===== config.mk =====
export PLATFORM = sky130hd
export DESIGN_NAME = instr_memory
export DESIGN_NICKNAME = d
export VERILOG_FILES = /design/src/rtl/instr_memory.sv
export SDC_FILE = /design/constraint.sdc
export NUM_CORES = 2
export LEC_CHECK = 0
export ABC_AREA = 0
export CAP_MARGIN = 15
export CORE_MARGIN = 3
export CORE_UTILIZATION = 35
export DETAILED_ROUTE_END_ITERATION = 12
export GPL_TIMING_DRIVEN = 0
export PLACE_DENSITY = 0.56
export RECOVER_POWER = 25
export SYNTH_ARGS = -nofsm -noshare
export SYNTH_HDL_FRONTEND = slang
export SYNTH_SLANG_ARGS = --single-unit

===== constraint.sdc =====
create_clock -name clk -period 4.03 [get_ports clk]
set_clock_uncertainty 0.05 [all_clocks]
set_input_delay 0.806 -clock clk [delete_from_list [all_inputs] [get_ports clk]]
set_output_delay 0.806 -clock clk [all_outputs]
set_load 0.02 [all_outputs]

===== src/rtl/instr_memory.sv =====
`default_nettype none
// +--------------------------------------------------------------------------+
// | Module   : instr_memory                                                  |
// | Purpose  : Instruction-side responder for a Harvard MIPS CPU. Preloaded  |
// |            over a valid/ready word stream, then answers combinational    |
// |            fetches, tracks LOAD/RUN/HALTED/TIMEOUT, counts fetches and   |
// |            flags bad fetch addresses.                                    |
// | Options  : `define IMEM_WATCHDOG_EN adds a RUN-state watchdog that moves |
// |            to the TIMEOUT state after TIMEOUT enabled cycles.            |
// | Revision : 1.0  initial release                                          |
// +--------------------------------------------------------------------------+
module instr_memory #(
  parameter int          DEPTH        = 64,
  parameter logic [31:0] RESET_VECTOR = 32'hBFC00000,
  parameter int          TIMEOUT      = 1024
) (
  input  logic        clk,
  input  logic        reset,
  input  logic        clk_enable,
  input  logic        load_valid,
  output logic        load_ready,
  input  logic [31:0] load_data,
  input  logic        load_last,
  output logic        mem_ready,
  input  logic [31:0] instr_address,
  output logic [31:0] instr_readdata,
  output logic        halted,
  output logic        addr_fault,
  output logic        timeout,
  output logic [15:0] fetch_count
);

  localparam int          AW        = (DEPTH > 1) ? $clog2(DEPTH) : 1;
  localparam logic [AW-1:0] LAST_IDX = AW'(DEPTH - 1);

  // Reject unsupported configurations at elaboration time.
  generate
    if ((DEPTH < 2) || (DEPTH > 1024) || ((DEPTH & (DEPTH - 1)) != 0) || (TIMEOUT < 1)) begin : g_param_check
      $error("instr_memory: DEPTH must be a power of 2 in 2..1024 and TIMEOUT >= 1");
    end
  endgenerate

  typedef enum logic [1:0] {
    ST_LOAD    = 2'd0,
    ST_RUN     = 2'd1,
    ST_HALTED  = 2'd2,
    ST_TIMEOUT = 2'd3
  } state_t;

  state_t      state;
  logic [AW-1:0] wptr;
  logic [31:0] mem [DEPTH];

  logic [31:0]   offset;
  logic [AW-1:0] index;
  logic          in_window;
  logic          load_fire;
  logic          load_done;
  logic          wd_expire;
  logic          timeout_flag;

  // Window decode: a wrapped subtract makes addresses below the vector land far out of range.
  assign offset    = instr_address - RESET_VECTOR;
  assign index     = offset[AW+1:2];
  assign in_window = (offset[1:0] == 2'b00) && (offset[31:AW+2] == '0);

  // A load beat is only meaningful while the stream is still being accepted.
  assign load_fire = (state == ST_LOAD) && load_valid;
  assign load_done = load_last || (wptr == LAST_IDX);

`ifdef IMEM_WATCHDOG_EN
  localparam int WDW = $clog2(TIMEOUT + 1);
  logic [WDW-1:0] wd_cnt;

  // Watchdog: counts enabled RUN edges; never needs to wrap because RUN ends on expiry.
  always_ff @(posedge clk or negedge reset) begin
    if (!reset) begin
      wd_cnt <= '0;
    end else if ((state == ST_RUN) && clk_enable) begin
      wd_cnt <= wd_cnt + 1'b1;
    end
  end

  // Expiry on the edge that brings the count to TIMEOUT; a halt fetch on that edge takes priority.
  assign wd_expire = (state == ST_RUN) && clk_enable && (instr_address != 32'd0) &&
                     (wd_cnt == WDW'(TIMEOUT - 1));
`else
  assign wd_expire = 1'b0;
`endif

  assign timeout = timeout_flag;

  // Storage: cleared on reset, written only by accepted load beats.
  always_ff @(posedge clk or negedge reset) begin
    if (!reset) begin
      for (int i = 0; i < DEPTH; i++) begin
        mem[i] <= 32'd0;
      end
    end else if (load_fire) begin
      mem[wptr] <= load_data;
    end
  end

  // Fetch data: only RUN-state in-window fetches see storage; everything else reads as NOP.
  always_comb begin
    instr_readdata = 32'd0;
    if ((state == ST_RUN) && in_window) begin
      instr_readdata = mem[index];
    end
  end

  // Run-state machine with registered handshake/status outputs.
  always_ff @(posedge clk or negedge reset) begin
    if (!reset) begin
      state        <= ST_LOAD;
      wptr         <= '0;
      load_ready   <= 1'b1;
      mem_ready    <= 1'b0;
      halted       <= 1'b0;
      addr_fault   <= 1'b0;
      timeout_flag <= 1'b0;
      fetch_count  <= 16'd0;
    end else begin
      case (state)
        ST_LOAD: begin
          if (load_fire) begin
            wptr <= wptr + 1'b1;
            // Either the explicit last beat or a full memory ends the load.
            if (load_done) begin
              state      <= ST_RUN;
              load_ready <= 1'b0;
              mem_ready  <= 1'b1;
            end
          end
        end
        ST_RUN: begin
          if (clk_enable) begin
            if (instr_address == 32'd0) begin
              // Fetch of address 0 is the CPU's end-of-program marker.
              state  <= ST_HALTED;
              halted <= 1'b1;
            end else begin
              if (fetch_count != 16'hFFFF) begin
                fetch_count <= fetch_count + 16'd1;
              end
              if (!in_window) begin
                addr_fault <= 1'b1;
              end
              if (wd_expire) begin
                state        <= ST_TIMEOUT;
                timeout_flag <= 1'b1;
              end
            end
          end
        end
        default: begin
          // HALTED and TIMEOUT hold everything until reset.
        end
      endcase
    end
  end

endmodule
`default_nettype wire


# Word-level counts from Yosys, hierarchy flattened
# Index checks and enable logic that the tools add are counted.
[op_classes]
n_addsub = 3
mul = 0
n_div = 0
order_cmp = 3
n_eq_ne = 7
n_shift = 0
muxes = 12
bitwise_logic = 4
reduce_logical = 16
[op_table]
columns = ["operator", "count"]
rows = [
  ["$bwmux 2048", 1],
  ["$bmux 32 s6", 1],
  ["$demux 32 s6", 1],
  ["$mux 32", 4],
  ["$logic_not 32->1", 1],
  ["$sub 32x32->32 const B", 1],
  ["$logic_not 24->1", 1],
  ["$add 16x1->16 const B", 1],
  ["$ne 16x16->1 const B", 1],
  ["$ge 7x7->1 const B", 2],
  ["$not 6->7", 2],
  ["$mux 2", 4],
  ["$reduce_and 4->1", 2],
  ["$lt 7x1->1 const B", 1],
  ["$add 6x1->6 const B", 1],
  ["$eq 6x6->1 const B", 1],
  ["$ne 2x2->1 const B", 3],
  ["$reduce_and 3->1", 2],
  ["$reduce_and 5->1", 1],
  ["$logic_and 1x1->1", 4],
  ["$logic_not 2->1", 2],
  ["$pmux 2 s2", 1],
  ["$eq 2x1->1 const B", 1],
  ["$ne 2x1->1 const B", 1],
  ["4 further kinds", 5],
]
[word_totals]
regBits = 2076
latchBits = 0
mem_bits_rw = 0
romBits = 0
in_bits = 69
output_inout_bits = 53
word_cells = 116
n_memories = 0

# Logic depth before layout (Yosys ltp)
[logic_depth]
word_depth = 6
mapped_depth = 10
mapped_depth_nobuf = 6

# Least setup slack after synthesis
# OpenSTA, ideal clock, no wires.
[synth_timing]
path_type = "input-to-output"
start = "input instr_address[3]"
end = "output instr_readdata[30]"
arrival_time_ns = 2.630
required_ns = 3.174
path_slack_ns = 0.544
cell_stages = 9
n_path_buf = 4
path_cell_list = "buf_2 buf_2 buf_2 buf_2 mux4_2 nor3b_1 a21oi_1 o2111ai_1 o21ai_0"
[synth_via]
elab_chain_cells = 6
elab_cells_between_ends = 9
cone_classes = "add/sub: 1; mux: 4; bitwise: 1; reduce/logical: 3"
[synth_rtl]
columns = ["element", "line", "text"]
rows = [
  ["start: declaration", "25", "input logic [31:0] instr_address,"],
  ["$sub 32x32->32 *", "63", "assign offset = instr_address - RESET_VECTOR;"],
  ["$not 6->7 (not written as such)", "108", "instr_readdata = mem[index];"],
  ["$bmux 32 s6", "108", ""],
  ["$mux 32 (not written as such) (2 in series)", "108", ""],
  ["$mux 32 *", "107", "if ((state == ST_RUN) && in_window) begin"],
  ["end: declaration", "26", "output logic [31:0] instr_readdata,"],
]
# Mark *: on every way between the ends. The rest lies on a longest branch, timed or not. The select of a mux whose other input is x is not followed.

# Worst setup path in the final report
[layout_timing]
start = "input instr_address[3]"
end = "output instr_readdata[2]"
# The elaborated chain is that of the path after synthesis.

==> flow_summary.yaml <==
outcome:
  status: "finished with violations"
  violations: "max-capacitance violations, max-slew violations, negative setup slack"
drt:
  via_per_inst: 5.61
  routed_wl_um: 322000
  drc: 0
  wl_per_cell_um: 31.6
  drt_pass1_iterations: 5
  drtIter0Drc: 4569
  dr_total_vias: 57103
  ant_nets: 0
power:
  p_leak_nw: 52.9
  clkPwrFrac: 0.410
  total_power_mw: 51.2
  switching_share: 0.258
  power_frac_seq: 0.463
  peakVddDrop_v: 0.000475
  combPwrFrac: 0.127
  p_int_mw: 38.0
  power_density_nw_per_um2: 459
  p_sw_mw: 13.2
synth:
  synth.top_cells.by_area: "dfrtp_1, mux2_2, mux4_2, mux2i_1, clkbuf_1"
  yosysMostFrequentCell: "dfrtp_1"
  synth_area_um2: 93800
  synth_commonest_cells: "dfrtp_1, mux2_2, mux4_2, clkbuf_1, mux2i_1"
  syn_avg_cell_area_um2: 15.5
  yosysSeqAreaShare: 0.554
  ys_async_sr_fraction: 1.00
  synth_top_cell_area_share: 0.553
  syn-num-nets: 6141
  yosysWarnings: 0
  yosysUniqueCellTypes: 53
  synth_top_area_cell: "dfrtp_1"
  synth_flop_cell: "dfrtp_1"
  synth_seq_cells: 2076
  synth_edf_count: 0
  netlist_instances: 6070
cells_and_area:
  post-route-util: 0.419
  drive_gt1_frac: 0.515
  fillers: 23923
  instances_no_fill: 10185
  layout.nets: 6536
  design_area_um2: 112000
  syn2layout_area_growth_pct: 18.9
sta:
  drv_slew: 217
  fmax_ghz: 0.247
  rsz0062_at_grt: "yes"
  relSlewSlack: -0.448
  whs_ps: 386
  hold_violations: 0
  worstMarginPinSlew_ps: 2170
  period_share: 1.01
  fin_crit_ps: 4050
  setup_tns_ps: -28.0
  setup_viol: 2
  postLayoutSetupSlackWorst_ps: -21.0
clocking:
  cts_made_buffers: 226
  cts_tree: "done"
  cts_num_sinks: 2076
  cts_root_buf: "clkbuf_16"
  cts_max_level: 4
  clkLatencyLatePin_ps: 880
  clk_path_buf_depth: 3
  clk_pin_slew_ps: 60
place:
  portBuffers: 87
  gp_congestion: 0.897
  place_ws_ps: -3370
  dpl_cell_area_um2: 99800
  dpl.cell_count: 9725
  dp_hpwl_um: 234000
die:
  start_util: 0.353
  ios: 122
  die-height_um: 524
  row_count: 189
  core_um2: 266000
  die_area_um2: 274000
  dieWidth_um: 524
setup_path:
  crit_required_ps: 3170
  crit_arrival_ps: 3190
  worstPathMaxFanout: 10
  startpoint_type: "primary input"
  cp-end-kind: "primary output"
  worst-setup-path-type: "in2out"
  r2r_cells: 6
global_routing:
  antenna_found_initial: 15
  grt_max_degree: 179
  grt_usage: 0.234
  grt_pass1_wl_um: 459000
  grt_overflow_total: 0
  grt_pass1_vias: 59379
hold_path:
  hold_class: "in2reg"
  hold_path_depth: 2
flow_run:
  drv_cap: 2
## area by class of cell
cell class	count	area, um2	area share
multi-input cells	3365	41200	0.369
plain buffers	621	4360	0.0391
clock inverters	56	592	0.00531
well taps	3533	4420	0.0396
diodes	7	17.5	0.000157
clock buffers	352	6930	0.0621
inverters	1	3.75	0.0000337
repair buffers	174	2110	0.0189
flip-flops and latches	2076	52000	0.466
## worst max-delay path, cell delays in order
cell and delay, ps:
buf_6 140, buf_12 170, buf_16 180, clkbuf_16 230
buf_6 240, mux4_2 250, mux2i_4 80, a22oi_2 340
o2111a_2 370, clkdlybuf4s15_2 290
## final timing paths
kind | start | slack [ps] | endpoint
max | instr_address[3] | -20 | instr_readdata[2]
min in group asynchronous | reset | 500 | mem[599]
min | load_data[16] | 390 | mem[656]
max reg2reg | state[0] | 30 | mem[1996]
min reg2reg | halted | 410 | halted
max in group asynchronous | reset | 450 | mem[1768]
## power by group through the flow
stage | Sequential, mW | Combinational (mW) | Clock [mW]
final | 23.7 | 6.51 | 21.0
after global routing | 23.9 | 6.89 | 22.2
after CTS | 23.7 | 6.48 | 21.3
after detailed placement | 24.1 | 5.90 | 0
after global placement | 24.2 | 5.46 | 0
after floorplan | 23.7 | 3.63 | 0
## layout by cell type, fill, tap and decap left out, drive strengths merged, types with 4 or more instances in the layout
cell	n
o41ai	31
clkdlybuf4s50	45
nor4	8
dfrtp	2075
nor3b	4
nand3	16
clkbuf	630
inv	5
o2111a	19
nor3	28
clkinv	41
nor2b	12
mux2	2051
mux2i	224
clkdlybuf4s15	13
bufbuf	4
nand4	16
nor2	134
diode	7
a21oi	45
nand2b	13
nand2	67
and3	9
xnor2	17
a22oi	32
and2	5
bufinv	8
or2	5
mux4	448
buf	450
o22ai	155
dlygate4sd3	5
## flip-flops by register name, summed over array words and instances, names as in the netlist
name,cells
fetch_count,16
wptr,6
load_ready,1
mem,2048
state,2
mem_ready,1
addr_fault,1
halted,1
## per-layer routing
| metal | track usage | share of wire |
|---|---|---|
| met5 | 0 | 0.000037 |
| met4 | 0.0929 | 0.045 |
| met3 | 0.0425 | 0.054 |
| met2 | 0.368 | 0.46 |
| met1 | 0.321 | 0.44 |
## cells by family after synthesis
logic type,Yosys count,share of synthesized area
XOR/XNOR,20,0.00187
AND/OR/NAND/NOR,326,0.0168
multiplexers,2723,0.378
AO/OA/AOI/OAI,293,0.0214
flip-flops,2076,0.554
buffers and inverters,629,0.0285
other,1,0.0000400
adder cells (fa/ha/maj),2,0.000267
## timing repair
item,4_1_cts,5_1_grt
gates cloned,6,1
hold buffers,1,0
endpoints found under the setup margin,92,342
hold endpoints to repair,125,0
buffers inserted,32,5
gates resized for setup,952,51
pin swaps,44,19
Note: power is estimated with default switching activity, not from simulation.
